### src/rtl/pipe_skid_reg.sv
// Two-entry skid-buffered pipeline stage register with flush, reset value and true/complement outputs.
// Optional saturating stall counter is enabled by defining PIPE_SKID_STALL_CNT_EN.
module pipe_skid_reg #(
    parameter int unsigned      WIDTH       = 16,
    parameter logic [WIDTH-1:0] RESET_VAL   = {WIDTH{1'b0}},
    parameter int unsigned      STALL_CNT_W = 16
) (
    input  logic             clk,
    input  logic             reset,
    input  logic             flush,
    input  logic             in_valid,
    output logic             in_ready,
    input  logic [WIDTH-1:0] in_data,
    output logic             out_valid,
    input  logic             out_ready,
    output logic [WIDTH-1:0] out_data,
    output logic [WIDTH-1:0] out_data_bar,
    output logic             skid_full
`ifdef PIPE_SKID_STALL_CNT_EN
    ,
    output logic [STALL_CNT_W-1:0] stall_cnt
`endif
);

    // State encoding is {main_valid, skid_valid}; 2'b01 is unreachable.
    typedef enum logic [1:0] {
        ST_EMPTY = 2'b00,
        ST_ONE   = 2'b10,
        ST_FULL  = 2'b11
    } state_t;

    state_t           state_r;
    state_t           state_s;
    logic [WIDTH-1:0] main_data_r;
    logic [WIDTH-1:0] main_data_s;
    logic [WIDTH-1:0] skid_data_r;
    logic [WIDTH-1:0] skid_data_s;
    logic             main_valid_s;
    logic             skid_valid_s;
    logic             in_fire_s;
    logic             out_fire_s;

    if (STALL_CNT_W < 1) begin : g_bad_stall_cnt_w
        $error("pipe_skid_reg: STALL_CNT_W must be at least 1");
    end

    assign main_valid_s = state_r[1];
    assign skid_valid_s = state_r[0];
    assign in_fire_s    = in_valid & ~skid_valid_s;
    assign out_fire_s   = main_valid_s & out_ready;

    assign out_valid    = main_valid_s;
    assign out_data     = main_data_r;
    assign out_data_bar = ~main_data_r;
    assign in_ready     = ~skid_valid_s;
    assign skid_full    = skid_valid_s;

    // Next-state and data-path enable muxes for the handshake transitions.
    always_comb begin
        state_s     = state_r;
        main_data_s = main_data_r;
        skid_data_s = skid_data_r;
        case (state_r)
            ST_EMPTY: begin
                if (in_fire_s) begin
                    state_s     = ST_ONE;
                    main_data_s = in_data;
                end else begin
                    state_s = ST_EMPTY;
                end
            end
            ST_ONE: begin
                if (in_fire_s && out_fire_s) begin
                    state_s     = ST_ONE;
                    main_data_s = in_data;
                end else if (out_fire_s) begin
                    state_s = ST_EMPTY;
                end else if (in_fire_s) begin
                    state_s     = ST_FULL;
                    skid_data_s = in_data;
                end else begin
                    state_s = ST_ONE;
                end
            end
            ST_FULL: begin
                if (out_fire_s) begin
                    state_s     = ST_ONE;
                    main_data_s = skid_data_r;
                end else begin
                    state_s = ST_FULL;
                end
            end
            default: begin
                // Unreachable encoding: fall back to empty rather than emit a phantom entry.
                state_s = ST_EMPTY;
            end
        endcase
    end

    // State and entry registers; flush drops validity but leaves the data flops alone.
    always_ff @(posedge clk) begin
        if (reset) begin
            state_r     <= ST_EMPTY;
            main_data_r <= RESET_VAL;
            skid_data_r <= RESET_VAL;
        end else if (flush) begin
            state_r <= ST_EMPTY;
        end else begin
            state_r     <= state_s;
            main_data_r <= main_data_s;
            skid_data_r <= skid_data_s;
        end
    end

`ifdef PIPE_SKID_STALL_CNT_EN
    localparam logic [STALL_CNT_W-1:0] CNT_MAX = {STALL_CNT_W{1'b1}};
    localparam logic [STALL_CNT_W-1:0] CNT_ONE = STALL_CNT_W'(1'b1);

    logic [STALL_CNT_W-1:0] stall_cnt_r;

    // Saturating count of cycles where the head is held by downstream backpressure.
    always_ff @(posedge clk) begin
        if (reset) begin
            stall_cnt_r <= {STALL_CNT_W{1'b0}};
        end else if (main_valid_s && !out_ready && (stall_cnt_r != CNT_MAX)) begin
            stall_cnt_r <= stall_cnt_r + CNT_ONE;
        end
    end

    assign stall_cnt = stall_cnt_r;
`endif

endmodule

### config.mk
export PLATFORM = sky130hd
export DESIGN_NAME = pipe_skid_reg
export DESIGN_NICKNAME = d
export VERILOG_FILES = /design/src/rtl/pipe_skid_reg.sv
export SDC_FILE = /design/constraint.sdc
export NUM_CORES = 1
export LEC_CHECK = 0
export CORE_MARGIN = 2
export CORE_UTILIZATION = 48
export CTS_CLUSTER_SIZE = 40
export DETAILED_ROUTE_END_ITERATION = 16
export PLACE_DENSITY = 0.84
export SLEW_MARGIN = 20
export SYNTH_ARGS = -nofsm -noshare
export SYNTH_HDL_FRONTEND = slang
export SYNTH_SLANG_ARGS = --single-unit
### constraint.sdc
create_clock -name clk -period 2.3 [get_ports clk]
set_clock_uncertainty 0.1 [all_clocks]
set_input_delay 0.345 -clock clk [delete_from_list [all_inputs] [get_ports clk]]
set_output_delay 0.345 -clock clk [all_outputs]
set_load 0.1 [all_outputs]
==> impl_summary.md, run 1 <==
Floorplanning
The I/O pin total is 56. The die is 62.1 um tall. The core region is 3280 um2. Once the floorplan was initialized, standard cells occupied 49.3% of the core. The area enclosed by the die boundary is 3850 um2. The horizontal extent of the die is 62.1 um. The number of cell rows is 21.

Synth
In the synthesized netlist, mux cells make up 0.927% of the area. The synthesized area is 1620 um2. After synthesis, the largest family of logic cells by area is compound AO/OA/AOI/OAI gates.

The complex-gate fraction of the synthesized area is around 29%. The XOR/XNOR share of the synthesized area is 0%. The flip-flop and latch count after synthesis is 34.

The arithmetic-cell share of the synthesized area counting full adders, half adders and majority gates is 0%. The synthesized netlist devotes between 15 and 20% of its cell area to simple gates. Sequential cells were found to cover between 40% and 50% of the synthesized design area. The average size of a mapped cell is 8.22 um2. Synthesis instantiated 23 different standard cells from the library. The number of warnings issued by yosys is 0. The post-synth net total is roughly 220. Synthesis produced 197 cells.

Cells and area
The commonest non-fill, non-tap cell in the layout is sky130_fd_sc_hd__buf_4. The finished cells cover about 2200 um2. The post-layout net count is 269.

Of the cells placed in the final design, the portion with a size suffix greater than 1 is 26.5%. Leaving out fill and tap cells, the most frequent cells in the layout are sky130_fd_sc_hd__buf_4, sky130_fd_sc_hd__dfxtp_1, sky130_fd_sc_hd__nand3_1. The number of antenna repair diodes is 0.

The area added between synthesis and finish is 36.6%. The count of filler cells inserted in the layout is 277.

Clock tree
The number of levels in the clock H-tree is 2. The number of post-CTS setup repair buffers is 0. The clock net in this run drives a total of 34 sinks. The buffer cell driving the clock tree root is sky130_fd_sc_hd__clkbuf_4. The number of clock buffers added by TritonCTS is 5. The TritonCTS clock tree is yes. The later pin in the worst-skew pair is clocked with a latency of 340 ps. The number of gates given a new drive strength after cts is 0. The clock-pin slew on the worst setup and hold paths is 100 ps. The maximum buffer depth of the clock tree is 2.

The cts-stage hold buffer count is 0.

Placement
Routability-driven placement finished with a final weighted congestion of 0.799. Input and output buffers added on the ports amount to 55. In this run the cell area measured after placement is 2150 um2. The detailed placement HPWL is about 2800 um.

STA
Of the available clock period, the critical path in the final layout requires 83.0%. The final hold violation count is 0. The setup-violating endpoint count in the final report is 0. At the pin with the least slew margin, the transition time is 779 ps. The post-route minimum period is 1910 ps.

In this run the tightest slew margin relative to its limit is 48.0%. The timing-limited maximum frequency is 524 MHz. In the final timing run, aggregate negative setup slack is 0 ps. The number of slew-limit violations in the final report is 0. Setup repair after global routing left no endpoint under its margin.

Drt
After detailed routing, the number of vias per cell comes to 5.65. The highest layer touched by signal routing is met4. The total via count in the routed design is about 1700. The DRC violation count after routing is 0. After detailed routing, the average wire length per cell comes to approximately 14 um. The remaining number of nets flagged by the antenna check after routing is 0. After detailed routing, the wire length on met1 is 1830 um. The number of detailed-route iterations in the first pass is 4. In the detailed route, the total length drawn on met2 is 2170 um. The met3 wire length is 181 um.

After detailed routing, the total wire length is 4220 um. In this run, the number of DRC markers left after iteration 0 of detailed routing was 72.

Global routing
Global routing used 23.2% of the available tracks. The number of antenna violations at the first check in global routing came to 0. The total congestion overflow after global routing is 0. The via count of the first global-routing pass is 1470.

The pin count of the biggest net entering global routing is 35. The first-pass GRT wire length is 6570 um.

Min path
For hold timing, the worst endpoint is skid_data_r[12]. The launch point of the worst hold path is skid_data_r[12]. The instance count along the most critical hold path is 2. The min-delay analysis places its worst path in the category flop to flop.

Status
The run finished with clean final reports.

Critical path
Measured in cells, the most critical reg-to-reg path has a length of 3. The endpoint arrival time on the critical path is 2000 ps. Setup slack on the worst reg-to-reg path comes out at 390 ps. STA classifies the critical path startpoint as a flop.

In this run the critical register-to-register path is captured at out_data[4]. In this run the critical register-to-register path is launched from state_r[0]. The critical path class is flop to flop.

The maximum fanout along the worst path is 16. The required time at the worst-slack endpoint is 2390 ps. The worst setup path is captured at a flop.

Pwr
The post-route total power is roughly 1.5 mW. The power density of the placed cells is 673 nW/um2. The analysis attributes to cell leakage a power of 0.820 nW. The largest voltage drop on the vdd net is 0.308 mV.

Run
Max-cap violations in this run came to 0.
## cell type report
type	count	area [um2]	share of cell area (%)
clock inverters	2	12.5	0.566
clock buffers	6	51.3	2.32
inverters	18	67.6	3.06
flip-flops and latches	34	681	30.8
multi-input cells	123	771	34.9
repair buffers	66	571	25.8
well taps	46	57.6	2.60
## state kept, by name, summed over array words and instances (netlist names)
name	cells
state_r	2
out_data	16
skid_data_r	16
## worst max-delay path by stage
stage                           from     endpoint  depth (start not counted)
after global placement     out_ready  out_data[4]                          4
after floorplan           state_r[0]   state_r[1]                          4
after CTS                 state_r[0]  out_data[4]                          3
after global routing      state_r[1]  out_data[7]                          4
after detailed placement   out_ready  out_data[4]                          4
final                     state_r[0]  out_data[4]                          3
## through the flow
step                instances  util [%]  hold WS (ps)  setup WS, ps
global route              295      67.3           403           281
CTS                       295      67.3           383           398
detailed placement        287      65.4           368           116
finish                    295      67.3           382           391
floorplan                 197         -           354          3.50
global placement          287      65.4           362           165
## worst max-delay path, cell delays in order (launching register included)
cell and delay (ps):
sky130_fd_sc_hd__dfxtp_1 550, sky130_fd_sc_hd__mux2_4 220, sky130_fd_sc_hd__and3_1 670, sky130_fd_sc_hd__a311oi_2 210
## logic make-up after synthesis
group / after synthesis
AOI/OAI and AO/OA: 65
muxes: 1
DFF: 34
and+or+nand+nor: 57
buffers and inverters: 40
## cell usage after synthesis (all sizes together)
cell type / count / area share, %
nor4: 1 / 0.39
nor2: 1 / 0.23
nand4bb: 1 / 0.70
nand2: 17 / 3.9
a22oi: 1 / 0.46
a21oi: 16 / 4.9
mux2: 1 / 0.93
dfxtp: 34 / 42
and3: 1 / 0.39
a31oi: 16 / 6.2
nand3: 32 / 9.9
o21ai: 16 / 4.9
clkbuf: 12 / 2.9
nor3: 1 / 0.31
nand2b: 2 / 0.77
nor4bb: 1 / 0.62
inv: 18 / 4.2
a311oi: 16 / 13
buf: 10 / 3.7
## layer usage
layer	GRT usage, %	vias to the layer above
li1	-	822
met1	27.7	796
met2	40.5	43
met3	4.35	6
met4	10.0	0
met5	0	-
## report_power, final
part	switching (mW)	total, mW	internal (mW)
clock	0.205	0.352	0.147
combinational	0.382	0.506	0.124
sequential	0.0187	0.630	0.611
total	0.606	1.49	0.882
Power figures use the tool's default switching activity.
==> run 2, diff against run 1 <==
Settings changed: CORE_UTILIZATION 48 to 45, PLACE_DENSITY 0.84 to 0.8.
Clock period 2.3 ns to 1.87 ns, I/O delays scaled along.
==> run 2 against run 1 <==
Global-route usage rose by 0.79 points. Non-clock buffer count rose by 5. Combinational power rose by 53%. Total power rose by 34%. First-iteration DRC count rose by 9.7%. Largest cell class is now buffers.
==> impl_summary.md, run 2 (synthesis gave the netlist of run 1 again) <==
Status
The run finished with clean final reports.

Pwr
Across the VDD grid, the largest voltage drop is a little under 0.5 mV. The power density of the placed cells is 726 nW/um2. Summed over all cells, the static leakage comes to 0.982 nW.

Floorplanning
In this run the core area contains 21 standard-cell rows. 56 I/O pins were placed. In this run the horizontal extent of the chip is 64.0 um. The die span in y is about 64 um. The initial standard-cell utilization of the core is 47.8%. The area enclosed by the die boundary is 4090 um2.

The floorplan core area is 3390 um2.

Placement
The detailed placement HPWL is 3520 um. The count of input and output buffers is 55. After detailed placement, the total cell area comes to between 2000 and 3000 um2. OpenSTA, run right after detailed placement, puts the worst setup slack at -4.61 ps. The number of placed instances, taps included, is 292.

The final weighted congestion in routability-driven placement is 0.868.

Global routing
The total routing resource utilization after global routing is about 24%. The pin count of the biggest net entering global routing is 35. The via count of the first global-routing pass is 1646.

The total congestion overflow after global routing is 0. The first global-routing pass estimated ~7900 um of wire. The number of antenna violations at the first check in global routing is 0.

Critical path
On the worst path, the slowest cell contributes a delay of 470 ps. The largest individual stage delay along the critical path comes from the cell sky130_fd_sc_hd__dfxtp_4. The dominant delay contributor by cell family on the critical path is flip-flops.

Walking the worst path, the cells encountered are mux2_4 > and3_1 > buf_4 > a311oi_1. Data on the critical path arrives at its endpoint at around 1700 ps. The depth of the worst register-to-register path is 4. The type of destination of the critical path is a flop. Setup slack on the worst reg-to-reg path comes out at 270 ps. The count of buffering cells on the critical path with inverters included is 1. The critical path runs through a total of 4 cells. The setup path with the least slack is of type flop to flop. The launching element type of the critical path is a flop.

Data on the critical path is required at its endpoint by 2000 ps. In this run the worst path has a maximum fanout of 15.

Clock tree
The number of post-CTS setup repair buffers is 0. The buffer cell driving the clock tree root is sky130_fd_sc_hd__clkbuf_4. The clock-pin slew on the worst setup and hold paths is 110 ps.

Once the clock tree was built, the resizer swapped 0 gates to a different size. The number of levels in the clock H-tree is 2. CTS saw 34 sinks. The TritonCTS clock tree is yes.

At the later pin of the worst-skew pair, clock insertion delay measures 320 ps. The maximum buffer depth of the clock tree is 2. The cts-stage hold buffer count is 0. In this run, CTS created clock tree buffers numbering 5.

STA
The final cycle utilization of the critical path is 85.4%. The final hold violation count came to 0. Setup repair after global routing left no endpoint under its margin. The setup-violating endpoint count in the final report is 0.

The worst slew slack as a fraction of its limit is 78.9%. At the pin with the least slew margin, the transition time is 317 ps. The post-route minimum period is 1600 ps. The number of slew-limit violations in the final report is 0. Based on the critical path, the design can be clocked at up to ~630 MHz. In the post-route analysis, the smallest setup slack over all paths is 273 ps.

Cells and area
The finished cells cover approximately 2800 um2. The final standard cell count with taps included and fillers excluded is 300. 0 antenna diodes ended up in the layout.

The library cell used most frequently in the layout, excluding fill and tap cells, is sky130_fd_sc_hd__buf_12. In the final design database the tool counted ~270 nets. The post-layout utilization of the core is 81.3%. The area added between synthesis and finish is 70.2%. In the layout the commonest cells are sky130_fd_sc_hd__buf_12, sky130_fd_sc_hd__nand3_1, sky130_fd_sc_hd__clkdlybuf4s50_1. The share of cells above drive strength 1 is 40.9%.

Drt
The final layout contains routed wiring with a total length of ~4800 um. The routed design uses 411 um of met3 wire. Dividing the detail-routed wire length by the instance count gives around 16 um. After the first detailed-routing iteration, the DRC count stood at 79. In the routed layout, each cell is associated on average with a via count of 5.87. For this block, wires on met1 add up to 1920 um. The met2 layer wire length in the routed design is 2340 um.

The DRC violation count after routing is 0. The total via count in the routed design is 1760. Signal routing reaches up to met4. The remaining number of nets flagged by the antenna check after routing is 0. The number of detailed-route iterations in the first pass is 4.

Min path
The instance count along the most critical hold path is 2. The min-delay analysis places its worst path in the category flop to flop.

Run
Max-cap violations in this run came to 0.
run 2: metrics by stage:
stage	hold slack (ps)	power, mW	setup TNS (ps)
finish	386	2.00	0
global route	398	2.08	0
global placement	362	1.59	0
floorplan	328	1.28	0
detailed placement	366	1.60	-4.61
CTS	380	2.00	0
run 2: per-layer routing:
metal,track usage [%],up-vias
li1,-,826
met2,39.8,109
met4,10.3,0
met3,4.58,15
met5,0,-
met1,30.3,810
run 2: final cells by class:
class	count	area, um2
clock buffers	7	55.1
flip-flops and latches	34	706
repair buffers	71	1030
clock inverters	1	5.00
fillers	194	634
inverters	18	128
well taps	46	57.6
multi-input cells	123	771
run 2: final timing paths:
kind | from | to
worst min-delay path | skid_data_r[4] | skid_data_r[4]
worst min register to register | skid_data_r[4] | skid_data_r[4]
worst max-delay path | state_r[0] | out_data[11]
worst max register to register | state_r[0] | out_data[11]
run 2: power by group:
part,internal (mW),switching [mW],leakage [nW]
Sequential,0.756,0.0528,0.284
Combinational,0.284,0.491,0.662
Clock,0.182,0.235,0.0353
run 2: worst register-to-register path, cell delays in order, from the launching register on:
cell,delay (ps)
sky130_fd_sc_hd__dfxtp_4,470
sky130_fd_sc_hd__mux2_4,330
sky130_fd_sc_hd__and3_1,190
sky130_fd_sc_hd__buf_4,170
sky130_fd_sc_hd__a311oi_1,250
